## config.mk

```make
export PLATFORM = sky130hd
export DESIGN_NAME = chained_input_buffer
export DESIGN_NICKNAME = d
export VERILOG_FILES = /design/src/rtl/chained_input_buffer.sv
export SDC_FILE = /design/constraint.sdc
export NUM_CORES = 2
export LEC_CHECK = 0
export CELL_PAD_IN_SITES_DETAIL_PLACEMENT = 1
export CELL_PAD_IN_SITES_GLOBAL_PLACEMENT = 1
export CORE_ASPECT_RATIO = 0.5
export CORE_UTILIZATION = 47
export CTS_CLUSTER_SIZE = 25
export DETAILED_ROUTE_END_ITERATION = 8
export HOLD_SLACK_MARGIN = 0.05
export PLACE_DENSITY_LB_ADDON = 0.1
export SYNTH_ARGS = -nofsm -noshare
export SYNTH_HDL_FRONTEND = slang
export SYNTH_SLANG_ARGS = --single-unit
```

## constraint.sdc

```tcl
create_clock -name clk -period 9.8 [get_ports clk]
set_clock_uncertainty 0.2 [all_clocks]
set_input_delay 1.96 -clock clk [delete_from_list [all_inputs] [get_ports clk]]
set_output_delay 1.96 -clock clk [all_outputs]
set_load 0.1 [all_outputs]
```

## src/rtl/chained_input_buffer.sv

```systemverilog
// Trace input queue that replays each stored {eof, vector} entry once per configured chain.
// Read path is a registered RAM read (s1) followed by the presentation register.
module chained_input_buffer #(
  parameter int N                = 8,
  parameter int DATA_WIDTH       = 32,
  parameter int IB_DEPTH         = 4,
  parameter int MAX_CHAINS       = 4,
  parameter int INITIAL_FIRMWARE = 0,
  parameter int IB_CONFIG_ID     = 0,
  parameter int AF_THRESH        = IB_DEPTH - 1,
  localparam int CW = (MAX_CHAINS > 1) ? $clog2(MAX_CHAINS) : 1,
  localparam int OW = $clog2(IB_DEPTH + 1)
) (
  input  logic                             clk,
  input  logic                             reset,
  input  logic                             enqueue,
  input  logic                             eof_in,
  input  logic                             tracing,
  input  logic [7:0]                       configId,
  input  logic [7:0]                       configData,
  input  logic                             stall,
  input  logic [N-1:0][DATA_WIDTH-1:0]     vector_in,
  output logic                             valid_out,
  output logic                             eof_out,
  output logic [N-1:0][DATA_WIDTH-1:0]     vector_out,
  output logic [CW-1:0]                    chainId_out,
  output logic                             full,
  output logic                             almost_full,
  output logic [OW-1:0]                    occupancy,
  output logic [15:0]                      overflow_count
);

  localparam int PW = $clog2(IB_DEPTH);
  localparam int EW = N * DATA_WIDTH + 1;

  logic [EW-1:0] mem_q [IB_DEPTH];

  logic [PW-1:0] wr_ptr_q, wr_ptr_d;
  logic [PW-1:0] rd_ptr_q, rd_ptr_d;
  logic [OW-1:0] occ_q, occ_d;
  logic          full_q, full_d;
  logic          af_q, af_d;
  logic [15:0]   ovf_q, ovf_d;
  logic [7:0]    vc_q, vc_d;
  logic          s1_valid_q, s1_valid_d;
  logic [EW-1:0] s1_data_q, s1_data_d;
  logic          out_valid_q, out_valid_d;
  logic [EW-1:0] out_data_q, out_data_d;
  logic [CW-1:0] chain_q, chain_d;
  logic [CW-1:0] last_q, last_d;

  logic          accept, drop, at_last, pop, out_take, out_load, mem_avail, s1_load;
  logic [OW-1:0] in_flight;
  logic [CW-1:0] eff_last;

  // Last chain index for an entry starting now: valid_chains clamped to [1, MAX_CHAINS], minus one.
  always_comb begin
    eff_last = '0;
    if (vc_q == 8'd0) begin
      eff_last = '0;
    end else if (int'(vc_q) >= MAX_CHAINS) begin
      eff_last = CW'(MAX_CHAINS - 1);
    end else begin
      eff_last = CW'(vc_q - 8'd1);
    end
  end

  always_comb begin
    accept    = enqueue & tracing & ~full_q;
    drop      = enqueue & tracing & full_q;
    at_last   = (chain_q == last_q);
    pop       = out_valid_q & ~stall & at_last;
    out_take  = ~stall & (~out_valid_q | at_last);
    out_load  = out_take & s1_valid_q;
    // Entries still in RAM are those counted in occupancy but not yet pulled into s1 or the output.
    in_flight = OW'(s1_valid_q) + OW'(out_valid_q);
    mem_avail = (occ_q > in_flight);
    s1_load   = mem_avail & (~s1_valid_q | out_load);
  end

  always_comb begin
    wr_ptr_d    = wr_ptr_q;
    rd_ptr_d    = rd_ptr_q;
    occ_d       = occ_q;
    ovf_d       = ovf_q;
    vc_d        = vc_q;
    s1_valid_d  = s1_valid_q;
    s1_data_d   = s1_data_q;
    out_valid_d = out_valid_q;
    out_data_d  = out_data_q;
    chain_d     = chain_q;
    last_d      = last_q;

    if (accept) wr_ptr_d = wr_ptr_q + PW'(1);
    if (s1_load) rd_ptr_d = rd_ptr_q + PW'(1);

    if (accept && !pop) begin
      occ_d = occ_q + OW'(1);
    end else if (pop && !accept) begin
      occ_d = occ_q - OW'(1);
    end

    if (drop && ovf_q != 16'hFFFF) ovf_d = ovf_q + 16'd1;
    if (configId == 8'(IB_CONFIG_ID)) vc_d = configData;

    if (s1_load) begin
      s1_valid_d = 1'b1;
      s1_data_d  = mem_q[rd_ptr_q];
    end else if (out_load) begin
      s1_valid_d = 1'b0;
    end

    if (out_take) begin
      out_valid_d = s1_valid_q;
      chain_d     = '0;
      if (s1_valid_q) begin
        out_data_d = s1_data_q;
        last_d     = eff_last;
      end
    end else if (out_valid_q && !stall) begin
      chain_d = chain_q + CW'(1);
    end

    full_d = (int'(occ_d) == IB_DEPTH);
    af_d   = (int'(occ_d) >= AF_THRESH);
  end

  always_ff @(posedge clk) begin
    if (reset) begin
      wr_ptr_q    <= '0;
      rd_ptr_q    <= '0;
      occ_q       <= '0;
      full_q      <= 1'b0;
      af_q        <= (AF_THRESH == 0);
      ovf_q       <= '0;
      vc_q        <= 8'(INITIAL_FIRMWARE);
      s1_valid_q  <= 1'b0;
      s1_data_q   <= '0;
      out_valid_q <= 1'b0;
      out_data_q  <= '0;
      chain_q     <= '0;
      last_q      <= '0;
    end else begin
      wr_ptr_q    <= wr_ptr_d;
      rd_ptr_q    <= rd_ptr_d;
      occ_q       <= occ_d;
      full_q      <= full_d;
      af_q        <= af_d;
      ovf_q       <= ovf_d;
      vc_q        <= vc_d;
      s1_valid_q  <= s1_valid_d;
      s1_data_q   <= s1_data_d;
      out_valid_q <= out_valid_d;
      out_data_q  <= out_data_d;
      chain_q     <= chain_d;
      last_q      <= last_d;
    end
  end

  // Storage is not reset; the pointers and occupancy decide what is live.
  always_ff @(posedge clk) begin
    if (!reset && accept) mem_q[wr_ptr_q] <= {eof_in, vector_in};
  end

  assign valid_out      = out_valid_q;
  assign eof_out        = out_data_q[EW-1];
  assign vector_out     = out_data_q[EW-2:0];
  assign chainId_out    = chain_q;
  assign full           = full_q;
  assign almost_full    = af_q;
  assign occupancy      = occ_q;
  assign overflow_count = ovf_q;

endmodule

```

==> run summary <==
Crit path time final -> 4.67 ns
Synthesized netlist cell count -> 3801
Sequential cell area -> 0.0419 mm2
Cell area after synthesis -> 0.0564 mm2
DRC viols -> 39
Fin. max-slew vios -> 0
R2R Setup Slk -> 5.99 ns
Fmax -> 0.214 GHz
Multi-input gate area -> 0.0134 mm2
Synth warn -> 0
PostCTS Resize Cnt -> 0
Worst skew pair latency -> 0.75 ns
Placed insts -> 5758
All-layer global routing usage -> 23.4%
Net Sw Frac -> 30.8%
Asr flop ratio synth -> 0%
CTS Hold Buffers Added -> 0
Layout cells sized above 1 -> 11.8%
Die Area -> 0.122 mm2
Largest net degree at the start of global routing -> 185
Failing checks -> design-rule violations
GRT Residual Overflow -> 0
Post-CTS Setup Bufs -> 0
Logic gate share of total power -> 21.4%
Global-route wire length before repair -> 213000 um
Core area -> 0.118 mm2
IO Pins -> 559
CTS sink count -> 1581
WP buf/inv -> 1
Unrepaired setup endpoints after global routing -> false
Leakage -> 21.6 nW
Port buffer count -> 558
Internal Power -> 12.0 mW
Synth top area cells -> edfxtp_1 (55%), dfxtp_1 (20%), mux4_2 (10%), nand2_1 (6.9%), a21oi_1 (4.7%)
Leading area contributor after synthesis -> edfxtp_1
Via density -> 5.41
Critical Path Source Type -> register
Flop pwr share -> 46.8%
Post-synth top flop -> edfxtp_1
Net count reported at finish -> 4597
Routed vias -> 32700
TritonRoute pass-1 iters -> 7
CP Class -> register to output pin
Hold depth -> 2
Power per cell area -> 255 mW/mm2
Clock share of power -> 31.8%
Sequential area share after synthesis -> 74.3%
Most frequent cells in the layout -> nand2_1 (1044), edfxtp_1 (1028), clkdlybuf4s50_1 (557)
Maxcap violations -> 0
Slowest stage cell, crit path -> clkdlybuf4s50_1
H-tree Lvls -> 4
CP max FO -> 9
HP Class -> register to register
Initial Util -> 47.6%
Yosys reg bits -> 1581
Reg clk slew, reported paths -> 0.07 ns
Final WL -> 141000 um
Post-DR wirelength/cell -> 23.4 um
Mean Syn Cell Area -> 14.8 um2
Crit path largest cell delay -> 1.24 ns
Path depth of the worst reg2reg path -> 10
R2R Path End -> s1_data_q[217]$_SDFFE_PP0P_
Syn Nets -> 4090
CTS Buf Count -> 140
Fin Setup TNS -> 0 ns
Final ANT Viol Nets -> 0
Most common cell after layout, fill and taps aside -> nand2_1
CTS Buffer Depth -> 3
# setup viols final -> 0
Worst-margin pin slew -> 1.33 ns
Chip width -> 492 um
Endpoint, Worst Hold -> out_data_q[194]$_SDFFE_PP0P_
R2R Path Start -> s1_valid_q$_SDFFE_PP0P_
VDD IR-drop max -> 0.000394 V
Area grow syn2layout -> 20.4%
Count of cell types in the netlist -> 46
Clock tree from TritonCTS -> built
Rows -> 89
Antenna violations before repair -> 26
Critical path capture point type -> output pin
Final Cycle Share -> 47.6%
Routability cong. -> 0.753
Worst endpoint required time -> 7.64 ns
CP top delay family -> buffers and inverters
Post-synth EDFFs -> 1028
Hold_sp -> s1_data_q[194]$_SDFFE_PP0P_
Final number of hold-violating endpoints -> 0
CTS Root Cell -> clkbuf_16
Hpwl dp -> 78800 um
First DRT Iteration DRCs -> 1868
Filler Cells Inserted -> 11200
Post-synth top area share -> 54.7%
Switching pwr -> 5.33 mW
Crit-path cells -> clkdlybuf4s50_1
Max-slew headroom -> 11.3%
Layout Cells excl Fill -> 6044
Status -> complete, but fails checks
Die H -> 247 um
Vias in the first global route -> 35200
Crit path DAT -> 2.51 ns
-- logic make-up (layout without fill, tap and decap cells) --
family	after synthesis	count (layout)	synth area share, %
xor gates and xnor gates	11	11	0.197
and+or+nand+nor	1131	1131	7.77
muxes	267	267	10.4
adders and majority gates	11	11	0.244
DFF	1581	1581	74.3
buffers and inverters	245	868	2.00
AOI/OAI and AO/OA	555	555	5.03
other	0	28	0
-- layer usage --
layer / up-vias / part of all wire (%) / global-route usage, %
met5: - / 0.045 / 0
met4: 10 / 2.3 / 8.20
li1: 14900 / - / -
met3: 192 / 4.0 / 3.52
met1: 17000 / 40 / 28.7
met2: 580 / 53 / 42.3
-- tightest hold or removal path, cell delays in order (launching register included) --
cell,delay (ns)
dfxtp_1,0.31
nand2_1,0.05
a21oi_1,0.05
-- synth_stat cells (2+ instances only) --
cell type,instances
nand2_1,1044
edfxtp_1,1028
dfxtp_1,553
a21oi_1,529
mux4_2,257
clkbuf_1,111
buf_2,93
nor2_1,33
buf_4,24
o21ai_0,13
ha_1,11
inv_1,10
mux2i_1,9
or3_1,8
nor3_1,7
xnor2_1,7
buf_1,6
nand4_1,6
and3_1,5
nor4_1,5
and2_1,4
nand3_1,4
nor2b_1,3
and3b_1,2
and4_1,2
nand2b_1,2
nand3b_1,2
o31ai_1,2
or2_2,2
xor2_1,2
xor2_2,2
-- flip-flops by register name (all words and copies together), names as in the netlist --
| signal | cells |
|---|---|
| vc_q | 8 |
| full | 1 |
| rd_ptr_q | 2 |
| occupancy | 3 |
| s1_valid_q | 1 |
| s1_data_q | 257 |
| valid_out | 1 |
| wr_ptr_q | 2 |
| overflow_count | 16 |
| last_q | 2 |
| almost_full | 1 |
| chainId_out | 2 |
| out_data_q | 257 |
| mem_q | 1028 |
-- cell type report --
type,count,area share (%)
repair buffers,600,8.84
clock inverters,55,0.709
flip-flops and latches,1581,61.7
multi-input cells,1975,19.7
clock buffers,203,5.93
inverters,10,0.0552
well taps,1592,2.93
diodes,28,0.103
-- per-stage QoR --
step	power, mW	hold slack, ns	area (um2)	setup slack [ns]	util, %
2_1_floorplan	10.9	0.232	56400	0.773	-
3_3_place_gp	11.9	0.236	63400	4.36	53.5
3_5_place_dp	12.0	0.245	63400	4.32	53.5
4_1_cts	17.6	0.251	67900	5.05	57.3
5_1_grt	18.1	0.262	67900	5.00	57.3
6_report	17.3	0.245	68000	5.13	57.4
-- worst max-delay path by stage --
stage / endpoint / depth (start not counted) / startpoint / slack [ns]
after floorplan: mem_q[0][0]$_DFFE_PP_ / 3 / reset / 0.77
after global placement: mem_q[0][77]$_DFFE_PP_ / 5 / tracing / 4.36
after detailed placement: mem_q[0][79]$_DFFE_PP_ / 5 / tracing / 4.32
after CTS: occupancy[1] / 1 / occupancy[1]$_SDFF_PP0_ / 5.05
after global routing: mem_q[0][89]$_DFFE_PP_ / 5 / tracing / 5.00
final: occupancy[1] / 1 / occupancy[1]$_SDFF_PP0_ / 5.13
-- power by group through the flow --
| stage | registers, mW | logic [mW] | clock network (mW) |
|---|---|---|---|
| after floorplan | 8.61 | 2.28 | 0 |
| after global placement | 8.21 | 3.69 | 0 |
| after detailed placement | 8.24 | 3.79 | 0 |
| after CTS | 8.11 | 3.81 | 5.65 |
| after global routing | 8.17 | 4.05 | 5.90 |
| final | 8.10 | 3.71 | 5.51 |
Note: power is estimated with default switching activity, not from simulation.
